`src/rtl/snoop_bus_arbiter_if.sv`:
```
// Bus between the per-cache coherence controllers and the snoop bus arbiter.
// The arbiter side uses modport master; caches (or a bench) use slave.
interface snoop_bus_arbiter_if #(
    parameter int NUM_CACHES = 4
);
    logic [3*NUM_CACHES-1:0] req_in;
    logic [NUM_CACHES-1:0]   grant_out;
    logic [2*NUM_CACHES-1:0] snoop_out;
    logic                    mem_rd_out;
    logic                    mem_wr_out;
    logic [NUM_CACHES-1:0]   done_out;
    logic                    busy_out;

    modport master (
        input  req_in,
        output grant_out, snoop_out, mem_rd_out, mem_wr_out, done_out, busy_out
    );

    modport slave (
        output req_in,
        input  grant_out, snoop_out, mem_rd_out, mem_wr_out, done_out, busy_out
    );
endinterface

```
`src/rtl/snoop_bus_arbiter.sv`:
```
// Round-robin shared-bus arbiter for MSI caches: sequences write-back, fetch
// and a one-cycle snoop broadcast per transaction, then pulses done.
module snoop_bus_arbiter #(
    parameter int NUM_CACHES = 4,
    parameter int MEM_LAT    = 3
) (
    input  logic                clk,
    input  logic                rst,
    snoop_bus_arbiter_if.master bus
);
    localparam int IW = $clog2(NUM_CACHES);
    localparam int CW = (MEM_LAT > 1) ? $clog2(MEM_LAT) : 1;

    typedef enum logic [1:0] {IDLE, WB, MISS, DONE} state_t;

    state_t                  state, state_n;
    logic [CW-1:0]           cnt, cnt_n;
    logic [IW-1:0]           ptr, ptr_n, gidx, gidx_n, win;
    logic [2:0]              lreq, lreq_n;
    logic [NUM_CACHES-1:0]   grant, grant_n, done, done_n;
    logic [2*NUM_CACHES-1:0] snoop, snoop_n;
    logic                    mem_rd, mem_rd_n, mem_wr, mem_wr_n, found;

    // Write miss wins when both miss bits are set; requester sees no snoop.
    function automatic logic [2*NUM_CACHES-1:0] snoop_vec(input logic [2:0] r,
                                                          input logic [IW-1:0] g);
        logic [2*NUM_CACHES-1:0] s;
        s = '0;
        for (int j = 0; j < NUM_CACHES; j++) begin
            if (j != int'(g)) begin
                s[2*j+1] = r[2] & ~r[1];
                s[2*j]   = r[1];
            end
        end
        return s;
    endfunction

    always_comb begin
        int w;
        w     = 0;
        found = 1'b0;
        win   = '0;
        for (int k = 0; k < NUM_CACHES; k++) begin
            w = int'(ptr) + k;
            if (w >= NUM_CACHES) w = w - NUM_CACHES;
            if (!found && bus.req_in[3*w +: 3] != 3'b000) begin
                found = 1'b1;
                win   = IW'(w);
            end
        end
    end

    always_comb begin
        state_n  = state;
        cnt_n    = cnt;
        ptr_n    = ptr;
        gidx_n   = gidx;
        lreq_n   = lreq;
        grant_n  = grant;
        done_n   = '0;
        snoop_n  = '0;
        mem_rd_n = 1'b0;
        mem_wr_n = 1'b0;
        case (state)
            IDLE: begin
                if (found) begin
                    gidx_n       = win;
                    grant_n      = '0;
                    grant_n[win] = 1'b1;
                    lreq_n       = bus.req_in[3*int'(win) +: 3];
                    cnt_n        = CW'(MEM_LAT - 1);
                    if (lreq_n[0]) begin
                        state_n  = WB;
                        mem_wr_n = 1'b1;
                    end else begin
                        state_n  = MISS;
                        mem_rd_n = 1'b1;
                        snoop_n  = snoop_vec(lreq_n, win);
                    end
                end
            end
            WB: begin
                if (cnt == '0) begin
                    if (lreq[2] | lreq[1]) begin
                        state_n  = MISS;
                        mem_rd_n = 1'b1;
                        snoop_n  = snoop_vec(lreq, gidx);
                        cnt_n    = CW'(MEM_LAT - 1);
                    end else begin
                        state_n = DONE;
                        done_n  = grant;
                    end
                end else begin
                    cnt_n = cnt - 1'b1;
                end
            end
            MISS: begin
                if (cnt == '0) begin
                    state_n = DONE;
                    done_n  = grant;
                end else begin
                    cnt_n = cnt - 1'b1;
                end
            end
            DONE: begin
                state_n = IDLE;
                grant_n = '0;
                ptr_n   = (int'(gidx) == NUM_CACHES - 1) ? '0 : gidx + 1'b1;
            end
            default: state_n = IDLE;
        endcase
    end

    always_ff @(posedge clk) begin
        if (!rst) begin
            state  <= IDLE;
            cnt    <= '0;
            ptr    <= '0;
            gidx   <= '0;
            lreq   <= '0;
            grant  <= '0;
            done   <= '0;
            snoop  <= '0;
            mem_rd <= 1'b0;
            mem_wr <= 1'b0;
        end else begin
            state  <= state_n;
            cnt    <= cnt_n;
            ptr    <= ptr_n;
            gidx   <= gidx_n;
            lreq   <= lreq_n;
            grant  <= grant_n;
            done   <= done_n;
            snoop  <= snoop_n;
            mem_rd <= mem_rd_n;
            mem_wr <= mem_wr_n;
        end
    end

    assign bus.grant_out  = grant;
    assign bus.done_out   = done;
    assign bus.snoop_out  = snoop;
    assign bus.mem_rd_out = mem_rd;
    assign bus.mem_wr_out = mem_wr;
    assign bus.busy_out   = (state != IDLE);
endmodule

```
`src/flat_wrapper.sv`:
```
// flat-port wrapper written by rule: the top's interface ports become plain ports
module snoop_bus_arbiter_flat 
#(
    parameter int NUM_CACHES = 4,
    parameter int MEM_LAT    = 3
)
  (clk, rst, bus_req_in, bus_grant_out, bus_snoop_out, bus_mem_rd_out, bus_mem_wr_out, bus_done_out, bus_busy_out);
  snoop_bus_arbiter_if #(.NUM_CACHES(NUM_CACHES)) bus_i ();
  input  logic clk;
  input  logic rst;
  input wire logic [$bits(bus_i.req_in)-1:0] bus_req_in;
  output wire logic [$bits(bus_i.grant_out)-1:0] bus_grant_out;
  output wire logic [$bits(bus_i.snoop_out)-1:0] bus_snoop_out;
  output wire logic [$bits(bus_i.mem_rd_out)-1:0] bus_mem_rd_out;
  output wire logic [$bits(bus_i.mem_wr_out)-1:0] bus_mem_wr_out;
  output wire logic [$bits(bus_i.done_out)-1:0] bus_done_out;
  output wire logic [$bits(bus_i.busy_out)-1:0] bus_busy_out;
  assign bus_i.req_in = bus_req_in;
  assign bus_grant_out = bus_i.grant_out;
  assign bus_snoop_out = bus_i.snoop_out;
  assign bus_mem_rd_out = bus_i.mem_rd_out;
  assign bus_mem_wr_out = bus_i.mem_wr_out;
  assign bus_done_out = bus_i.done_out;
  assign bus_busy_out = bus_i.busy_out;
  snoop_bus_arbiter #(.NUM_CACHES(NUM_CACHES), .MEM_LAT(MEM_LAT)) u_core (.clk(clk), .rst(rst), .bus(bus_i));
endmodule
```
`config.mk`:
```
export PLATFORM = sky130hd
export DESIGN_NAME = snoop_bus_arbiter_flat
export DESIGN_NICKNAME = d
export VERILOG_FILES = /design/src/rtl/snoop_bus_arbiter_if.sv /design/src/rtl/snoop_bus_arbiter.sv /design/src/flat_wrapper.sv
export SDC_FILE = /design/constraint.sdc
export NUM_CORES = 1
export LEC_CHECK = 0
export ABC_AREA = 1
export CORE_ASPECT_RATIO = 1.2
export CORE_MARGIN = 2
export CORE_UTILIZATION = 40
export CTS_BUF_LIST = sky130_fd_sc_hd__clkbuf_16
export CTS_CLUSTER_SIZE = 28
export DETAILED_ROUTE_END_ITERATION = 10
export GPL_TIMING_DRIVEN = 1
export HOLD_SLACK_MARGIN = 0.12
export PLACE_DENSITY = 0.67
export RECOVER_POWER = 25
export REMOVE_ABC_BUFFERS = 1
export SLEW_MARGIN = 20
export SYNTH_ARGS = -nofsm -noshare
export SYNTH_HDL_FRONTEND = slang
export SYNTH_SLANG_ARGS = --single-unit
export TNS_END_PERCENT = 50
```
`constraint.sdc`:
```
create_clock -name clk -period 3.81 [get_ports clk]
set_clock_uncertainty 0.15 [all_clocks]
set_input_delay 1.143 -clock clk [delete_from_list [all_inputs] [get_ports clk]]
set_output_delay 1.143 -clock clk [all_outputs]
set_load 0.02 [all_outputs]
```
# ---- Word-level counts from Yosys, hierarchy flattened
# Index checks and enable logic that the tools add are counted.
dict set report op_classes {
  add_sub_neg 9
  n_mul 5
  n_lt_le_gt_ge 6
  eq_ne 15
  shifts 5
  muxes 51
  bitwise_logic 5
  reduce_logical 23
}
# op n
set ops {}
lappend ops {{variable part select 12 x 32 -> 3 bit} 5}
lappend ops {{multiplier 3 x 32 -> 32 bit, first input constant} 4}
lappend ops {{2-to-1 mux 32 bit} 4}
lappend ops {{>= comparator 32 x 4 -> 1 bit, second input constant} 3}
lappend ops {{subtractor 32 x 4 -> 32 bit, second input constant} 3}
lappend ops {{2-to-1 mux 2 bit} 21}
lappend ops {{2-to-1 mux 8 bit} 4}
lappend ops {{2-to-1 mux 4 bit} 4}
lappend ops {{case mux 4 bit (2 select lines)} 2}
lappend ops {{case mux 8 bit (2 select lines)} 1}
lappend ops {{nonzero test 3 bit} 5}
lappend ops {{2-to-1 mux 1 bit} 11}
lappend ops {{inequality test 2 bit, first input constant} 4}
lappend ops {{case mux 2 bit (4 select lines)} 1}
lappend ops {{nonzero test 2 bit} 4}
lappend ops {{adder 2 x 2 -> 3 bit, second input constant} 2}
lappend ops {{inequality test 2 x 1 -> 1 bit, second input constant} 3}
lappend ops {{case mux 2 bit (3 select lines)} 1}
lappend ops {{AND reduction 3 bit} 2}
lappend ops {{== test 2 x 1 -> 1 bit, second input constant} 2}
lappend ops {{== test 2 bit, second input constant} 2}
lappend ops {{logical AND 1 bit} 4}
lappend ops {{logical NOT 2 bit} 2}
lappend ops {{multiplier 2 x 2 -> 4 bit, first input constant} 1}
lappend ops {{other kinds (18)} 24}
dict set report totals {
  ff_bits 29
  in_bits 14
  out_inout_bits 19
  wordCells 129
}

# ---- Longest topological paths before layout
dict set report logic_depth {
  word_depth 23
  depth_mapped 26
  mapped_depth_nobuf 24
}

# ---- Worst setup path after synthesis
# OpenSTA, ideal clock, no wires.
dict set report synth_timing {
  path_type {reg-to-reg}
  from {register u_core.ptr[0]}
  to {register u_core.snoop[1], in the netlist u_core.bus.snoop_out[1]}
  setup_time_ps 69
  t_arrival_ps 3175
  required_time_ps 3591
  slack_ps 416
  path_stages_with_launch 27
  path_buffers 3
  period_less_slack_ps 3394
  cell_sequence {dfxtp_1 inv_2 buf_6 ha_1 buf_2 nor3_1 ha_1 a21oi_1 o21ai_0 nand2_1 nand2_1 nand2_1 nand2_1 nand2_1 nand2_1 nand4_1 nand2_2 nand2_4 nand2_4 buf_6 nand2_1 nand2_1 nand2_1 nand2_2 nor2_2 nand2_1 a21oi_2}
}
dict set report synth_via {
  elab_chain_len 23
  elab_cells_between_ends 50
  cone_classes {add/sub (7); mul (5); order compare (4); shift (5); mux (16); bitwise (2); reduce/logical (11)}
}
# element line
set synth_rtl {}
lappend synth_rtl {{start, declared} snoop_bus_arbiter.sv:18} ;# logic [IW-1:0] ptr, ptr_n, gidx, gidx_n, win;
lappend synth_rtl {{start signal, assigned} snoop_bus_arbiter.sv:129} ;# ptr <= ptr_n;
lappend synth_rtl {{branches (longest 21 deep; another with subtractor 32 x 4 -> 32 bit)} --}
lappend synth_rtl {{2-to-1 mux 8 bit (*)} snoop_bus_arbiter.sv:66} ;# if (found) begin
lappend synth_rtl {{case mux 8 bit (2 select lines) (*)} snoop_bus_arbiter.sv:64} ;# case (state)
lappend synth_rtl {{end signal, assigned} snoop_bus_arbiter.sv:134} ;# snoop <= snoop_n;
lappend synth_rtl {{end, declared} snoop_bus_arbiter.sv:21} ;# logic [2*NUM_CACHES-1:0] snoop, snoop_n;
# Mark *: on every way between the ends.
# A chain may end at the register's enable or synchronous reset.

# ---- Worst setup path in the final report
dict set report layout_timing {
  from {input port bus_req_in[1]}
  to {register u_core.snoop[1], in the netlist u_core.bus.snoop_out[1]}
}
dict set report layout_via {
  elab_chain_len 20
  elab_cells_between_ends 31
  cone_classes {mul (1); shift (5); mux (12); bitwise (2); reduce/logical (11)}
}
# element line
set layout_rtl {}
lappend layout_rtl {{start, declared} flat_wrapper.sv:11} ;# input wire logic [$bits(bus_i.req_in)-1:0] bus_req_in;
lappend layout_rtl {{variable part select 12 x 32 -> 3 bit} snoop_bus_arbiter.sv:46} ;# if (!found && bus.req_in[3*w +: 3] != 3'b000) begin
lappend layout_rtl {{nonzero test 3 bit} snoop_bus_arbiter.sv:46}
lappend layout_rtl {{2-to-1 mux 1 bit} snoop_bus_arbiter.sv:46}
lappend layout_rtl {{logical NOT 1 bit} snoop_bus_arbiter.sv:46}
lappend layout_rtl {{logical AND 1 bit} snoop_bus_arbiter.sv:46}
lappend layout_rtl {{2-to-1 mux 1 bit} snoop_bus_arbiter.sv:46}
lappend layout_rtl {{logical NOT 1 bit} snoop_bus_arbiter.sv:46}
lappend layout_rtl {{logical AND 1 bit} snoop_bus_arbiter.sv:46}
lappend layout_rtl {{(+4 left out)} --}
lappend layout_rtl {{multiplier 2 x 2 -> 4 bit} snoop_bus_arbiter.sv:70} ;# lreq_n = bus.req_in[3*int'(win) +: 3];
lappend layout_rtl {{variable part select 12 x 32 -> 3 bit} snoop_bus_arbiter.sv:70}
lappend layout_rtl {{inverter 1 bit} snoop_bus_arbiter.sv:31} ;# s[2*j+1] = r[2] & ~r[1];
lappend layout_rtl {{bitwise AND 1 bit} snoop_bus_arbiter.sv:31}
lappend layout_rtl {{2-to-1 mux 2 bit} snoop_bus_arbiter.sv:30} ;# if (j != int'(g)) begin
lappend layout_rtl {{2-to-1 mux 8 bit} snoop_bus_arbiter.sv:72} ;# if (lreq_n[0]) begin
lappend layout_rtl {{2-to-1 mux 8 bit (*)} snoop_bus_arbiter.sv:66}
lappend layout_rtl {{case mux 8 bit (2 select lines) (*)} snoop_bus_arbiter.sv:64}
# Mark *: on every way between the ends. The rest lies on a longest branch, timed or not.

==> flow_metrics.py <==
metrics = {
    "run_status": {
        "run_status": "completed",
    },
    "yosys": {
        "synthesis.area_um2": 2360,
        "synthAdderAreaFrac_pct": 9.53,
        "yosys_warnings": 0,
        "muxShareOfSynthArea_pct": 0,
        "synth-compound-area-share_pct": 13.9,
        "synth_top_family_by_area": "simple AND/OR/NAND/NOR gates",
        "ys_seq_elements": 28,
        "postSynthAreaPerCell_um2": 6.14,
        "syn-instance-count": 385,
        "synth_simple_gate_area_share_pct": 43.6,
        "ys_seq_area_share_pct": 23.7,
        "synth_xor_area_share_pct": 0,
        "synth.distinct_cells": 30,
    },
    "placement": {
        "placement.io_buffers": 32,
        "hpwlAfterDp_um": 5110,
        "dp_cells": 501,
        "dpl_cell_area_um2": 2820,
        "place_congestion": 1.01,
    },
    "routing": {
        "wirelength_um": 6300,
        "avgRoutedWirePerCell_um": 12.5,
        "first_pass_iters": 4,
        "drc": 0,
        "num_vias": 2555,
        "initialDrtViolationCount": 120,
        "vias_per_cell": 5.06,
        "antenna_left": 0,
    },
    "final_layout": {
        "final_area_um2": 2910,
        "fin_cells": 505,
        "antenna_cells": 0,
        "num-nets-final": 458,
        "syn2layout_area_growth_pct": 23.1,
        "drive_gt1_share_pct": 11.1,
    },
    "critical_path": {
        "critPathMaxStageDelay_ps": 520,
        "rr_startpoint": "u_core.ptr[0]",
        "cpLargestDelayFamily": "simple AND/OR/NAND/NOR gates",
        "crit_type": "in2reg",
        "crit_path_end_kind": "flop",
        "reg2reg_to": "u_core.bus.snoop_out[1]",
        "path_common_cell": "nand2_1",
        "critPathMaxFanout": 10,
        "critPathBufInv": 2,
        "regToRegSetupSlack_ps": 410,
        "cp.arrival_ps": 3580,
        "crit_path_cell_trace": "clkdlybuf4s50_1, inv_1, o21bai_2, nand3_1, nor2_1, nor2_1, a21oi_2, nand2_2, nand3_2, nand2_1, nand2_4, nand2_4, nand2_1, o21ai_0, nand2_1, nand2_2, nor2_2, nand2_1, a21oi_2",
        "rr_worst_depth": 23,
        "cp_slowest_cell": "clkdlybuf4s50_1",
        "required_ps": 3860,
        "start_kind": "primary input",
    },
    "sta": {
        "whs_ps": 309,
        "setup_viol": 0,
        "max_freq_mhz": 283,
        "finalHoldViolCount": 0,
        "slew_violations": 0,
        "tns_ps": 0,
        "finalCritPeriodShare_pct": 92.6,
        "rsz0062_at_grt": "no",
        "min_period_ps": 3530,
    },
    "clock_tree": {
        "h-tree-depth": 1,
        "clk_pin_slew_ps": 70,
        "cts.path.max_buffers": 2,
        "cts_tree": "built",
        "postCtsSetupRepairBufs": 0,
        "numCtsBuffers": 3,
        "clkSinkCount": 28,
        "clk_latency_ps": 260,
        "root_buffer": "clkbuf_16",
    },
    "worst_hold_path": {
        "hold_class": "reg2reg",
        "worstHoldEndpoint": "u_core.bus.done_out[0]",
        "hold_path_depth": 2,
        "min_from": "u_core.bus.grant_out[0]",
    },
    "global_route": {
        "grt_pass1_wl_um": 10600,
        "grt_max_degree": 20,
        "antenna_found_initial": 0,
        "grt_pass1_vias": 2434,
        "grt_usage_pct": 20.3,
        "grt_overflow_total": 0,
    },
    "floorplanning": {
        "initial_core_util_pct": 41.7,
        "ios": 33,
        "dieArea_um2": 6540,
        "dieWidth_um": 74.2,
        "row_count": 30,
        "core-area_um2": 5670,
        "die_y_um": 88.2,
    },
    "power_and_ir_drop": {
        "p_switching_w": 0.000895,
        "clockPowerShare_pct": 13.0,
        "netSwitchingFraction_pct": 48.9,
        "seqPwrFrac_pct": 23.9,
        "pwr-share-comb_pct": 63.1,
        "p_int_w": 0.000936,
        "finalPower_w": 0.00183,
        "pwr_density_cell_nw_per_um2": 629,
        "leakagePower_nw": 1.41,
        "ir_worst_vdd_mv": 0.227,
    },
    "job": {
        "maxCapViolCount": 0,
    },
}
-- cell usage in the layout, fill, tap and decap left out, types with 10 or more instances in the layout --
cell type and count:
nand2_1 129, inv_1 38, nand3_1 34, nor2_1 29, dfxtp_1 27, a21oi_1 25, clkdlybuf4s50_1 25, ha_1 17
o21ai_0 13, buf_4 10
-- state kept, by name, summed over array words and instances, names as in the netlist --
name and flops:
u_core.ptr 2, u_core.gidx 2, u_core.bus.done_out 4, u_core.lreq 2
u_core.cnt 2, u_core.state 2, u_core.bus.mem_wr_out 1, u_core.bus.grant_out 4
u_core.bus.snoop_out 8, u_core.bus.mem_rd_out 1
-- through the flow --
step,util (%),setup slack [ps]
finish,51.3,280
global route,51.3,37.9
CTS,51.1,198
detailed placement,49.7,-49.0
global placement,49.7,-9.08
floorplan,-,152
-- how the worst max path moves through the flow --
stage                              from                       to  depth (start not counted)
after detailed placement  bus_req_in[1]  u_core.bus.snoop_out[1]                         19
final                     bus_req_in[1]  u_core.bus.snoop_out[1]                         19
after floorplan           u_core.ptr[0]  u_core.bus.snoop_out[1]                         23
after global placement    bus_req_in[1]  u_core.bus.snoop_out[1]                         19
after CTS                 u_core.ptr[1]  u_core.bus.snoop_out[1]                         24
after global routing      bus_req_in[1]  u_core.bus.snoop_out[1]                         19
-- worst register-to-register path, cell delays in order, from the launching register on --
cell and delay [ps]:
dfxtp_1 440, inv_2 70, ha_1 390, nor3_1 230, ha_1 260, a21oi_1 130
o21ai_0 90, nand2_1 120, nand2_1 60, nand2_1 50, nand2_1 40, nand2_1 50
nand2_1 110, nand4_1 150, nand2_2 80, nand2_4 80, nand2_4 80, nand2_1 60
o21ai_0 80, nand2_1 100, nand2_2 100, nor2_2 200, nand2_1 100, a21oi_2 110
-- area by class of cell --
class                   instances  area [um2]
fillers                       572        2760
multi-input cells             305        1590
flip-flops and latches         28         562
repair buffers                 43         407
inverters                      45         169
well taps                      80         100
clock buffers                   3        75.1
clock inverters                 1        3.75
-- power by group through the flow --
stage	combinational [W]	sequential [W]	clock, W
after floorplan	0.000754	0.000492	0
final	0.00115	0.000437	0.000238
after CTS	0.00116	0.000437	0.000239
after global placement	0.00114	0.000442	0
after detailed placement	0.00115	0.000444	0
after global routing	0.00131	0.000450	0.000248
-- synthesized netlist by cell type --
library cell | count | area [um2]
nand2_1 | 129 | 484
inv_1 | 39 | 146
nand3_1 | 34 | 170
nor2_1 | 29 | 109
dfxtp_1 | 28 | 561
a21oi_1 | 25 | 125
ha_1 | 18 | 225
o21ai_0 | 14 | 70.1
nand2_2 | 8 | 50.1
nand4_1 | 8 | 50.1
o21ai_1 | 7 | 35.0
a21oi_2 | 5 | 43.8
nor2_2 | 5 | 31.3
nand3_2 | 4 | 40.0
nor3_1 | 4 | 20.0
a211oi_1 | 3 | 22.5
clkinv_1 | 3 | 11.3
inv_2 | 3 | 11.3
nand2_4 | 3 | 33.8
buf_2 | 2 | 10.0
buf_6 | 2 | 22.5
clkbuf_1 | 2 | 7.51
nand3b_1 | 2 | 15.0
o21a_1 | 2 | 15.0
a22o_1 | 1 | 8.76
buf_4 | 1 | 7.51
conb_1 | 1 | 3.75
nand3_4 | 1 | 17.5
nor4b_1 | 1 | 8.76
o21bai_1 | 1 | 7.51
-- layer usage --
metal	vias up	part of all wire (%)	routed length [um]	global-route usage [%]
li1	1323	-	-	-
met1	1149	42	2630	22.0
met2	69	53	3360	39.5
met3	14	3.0	190	1.15
met4	0	2.0	128	8.93
met5	-	0	0	0
-- kinds of logic after synthesis --
group | count (synthesis)
AOI/OAI and AO/OA | 58
adders and majority gates | 18
buffers and inverters | 52
DFF | 28
other | 1
and+or+nand+nor | 228
-- what timing repair did --
| action | CTS | global route |
|---|---|---|
| hold buffers | 0 | 0 |
| gates resized for setup | 0 | 6 |
| hold endpoints to repair | 0 | 0 |
| endpoints found under the setup margin | 0 | 12 |
No activity file was read; power rests on OpenSTA's default activity.
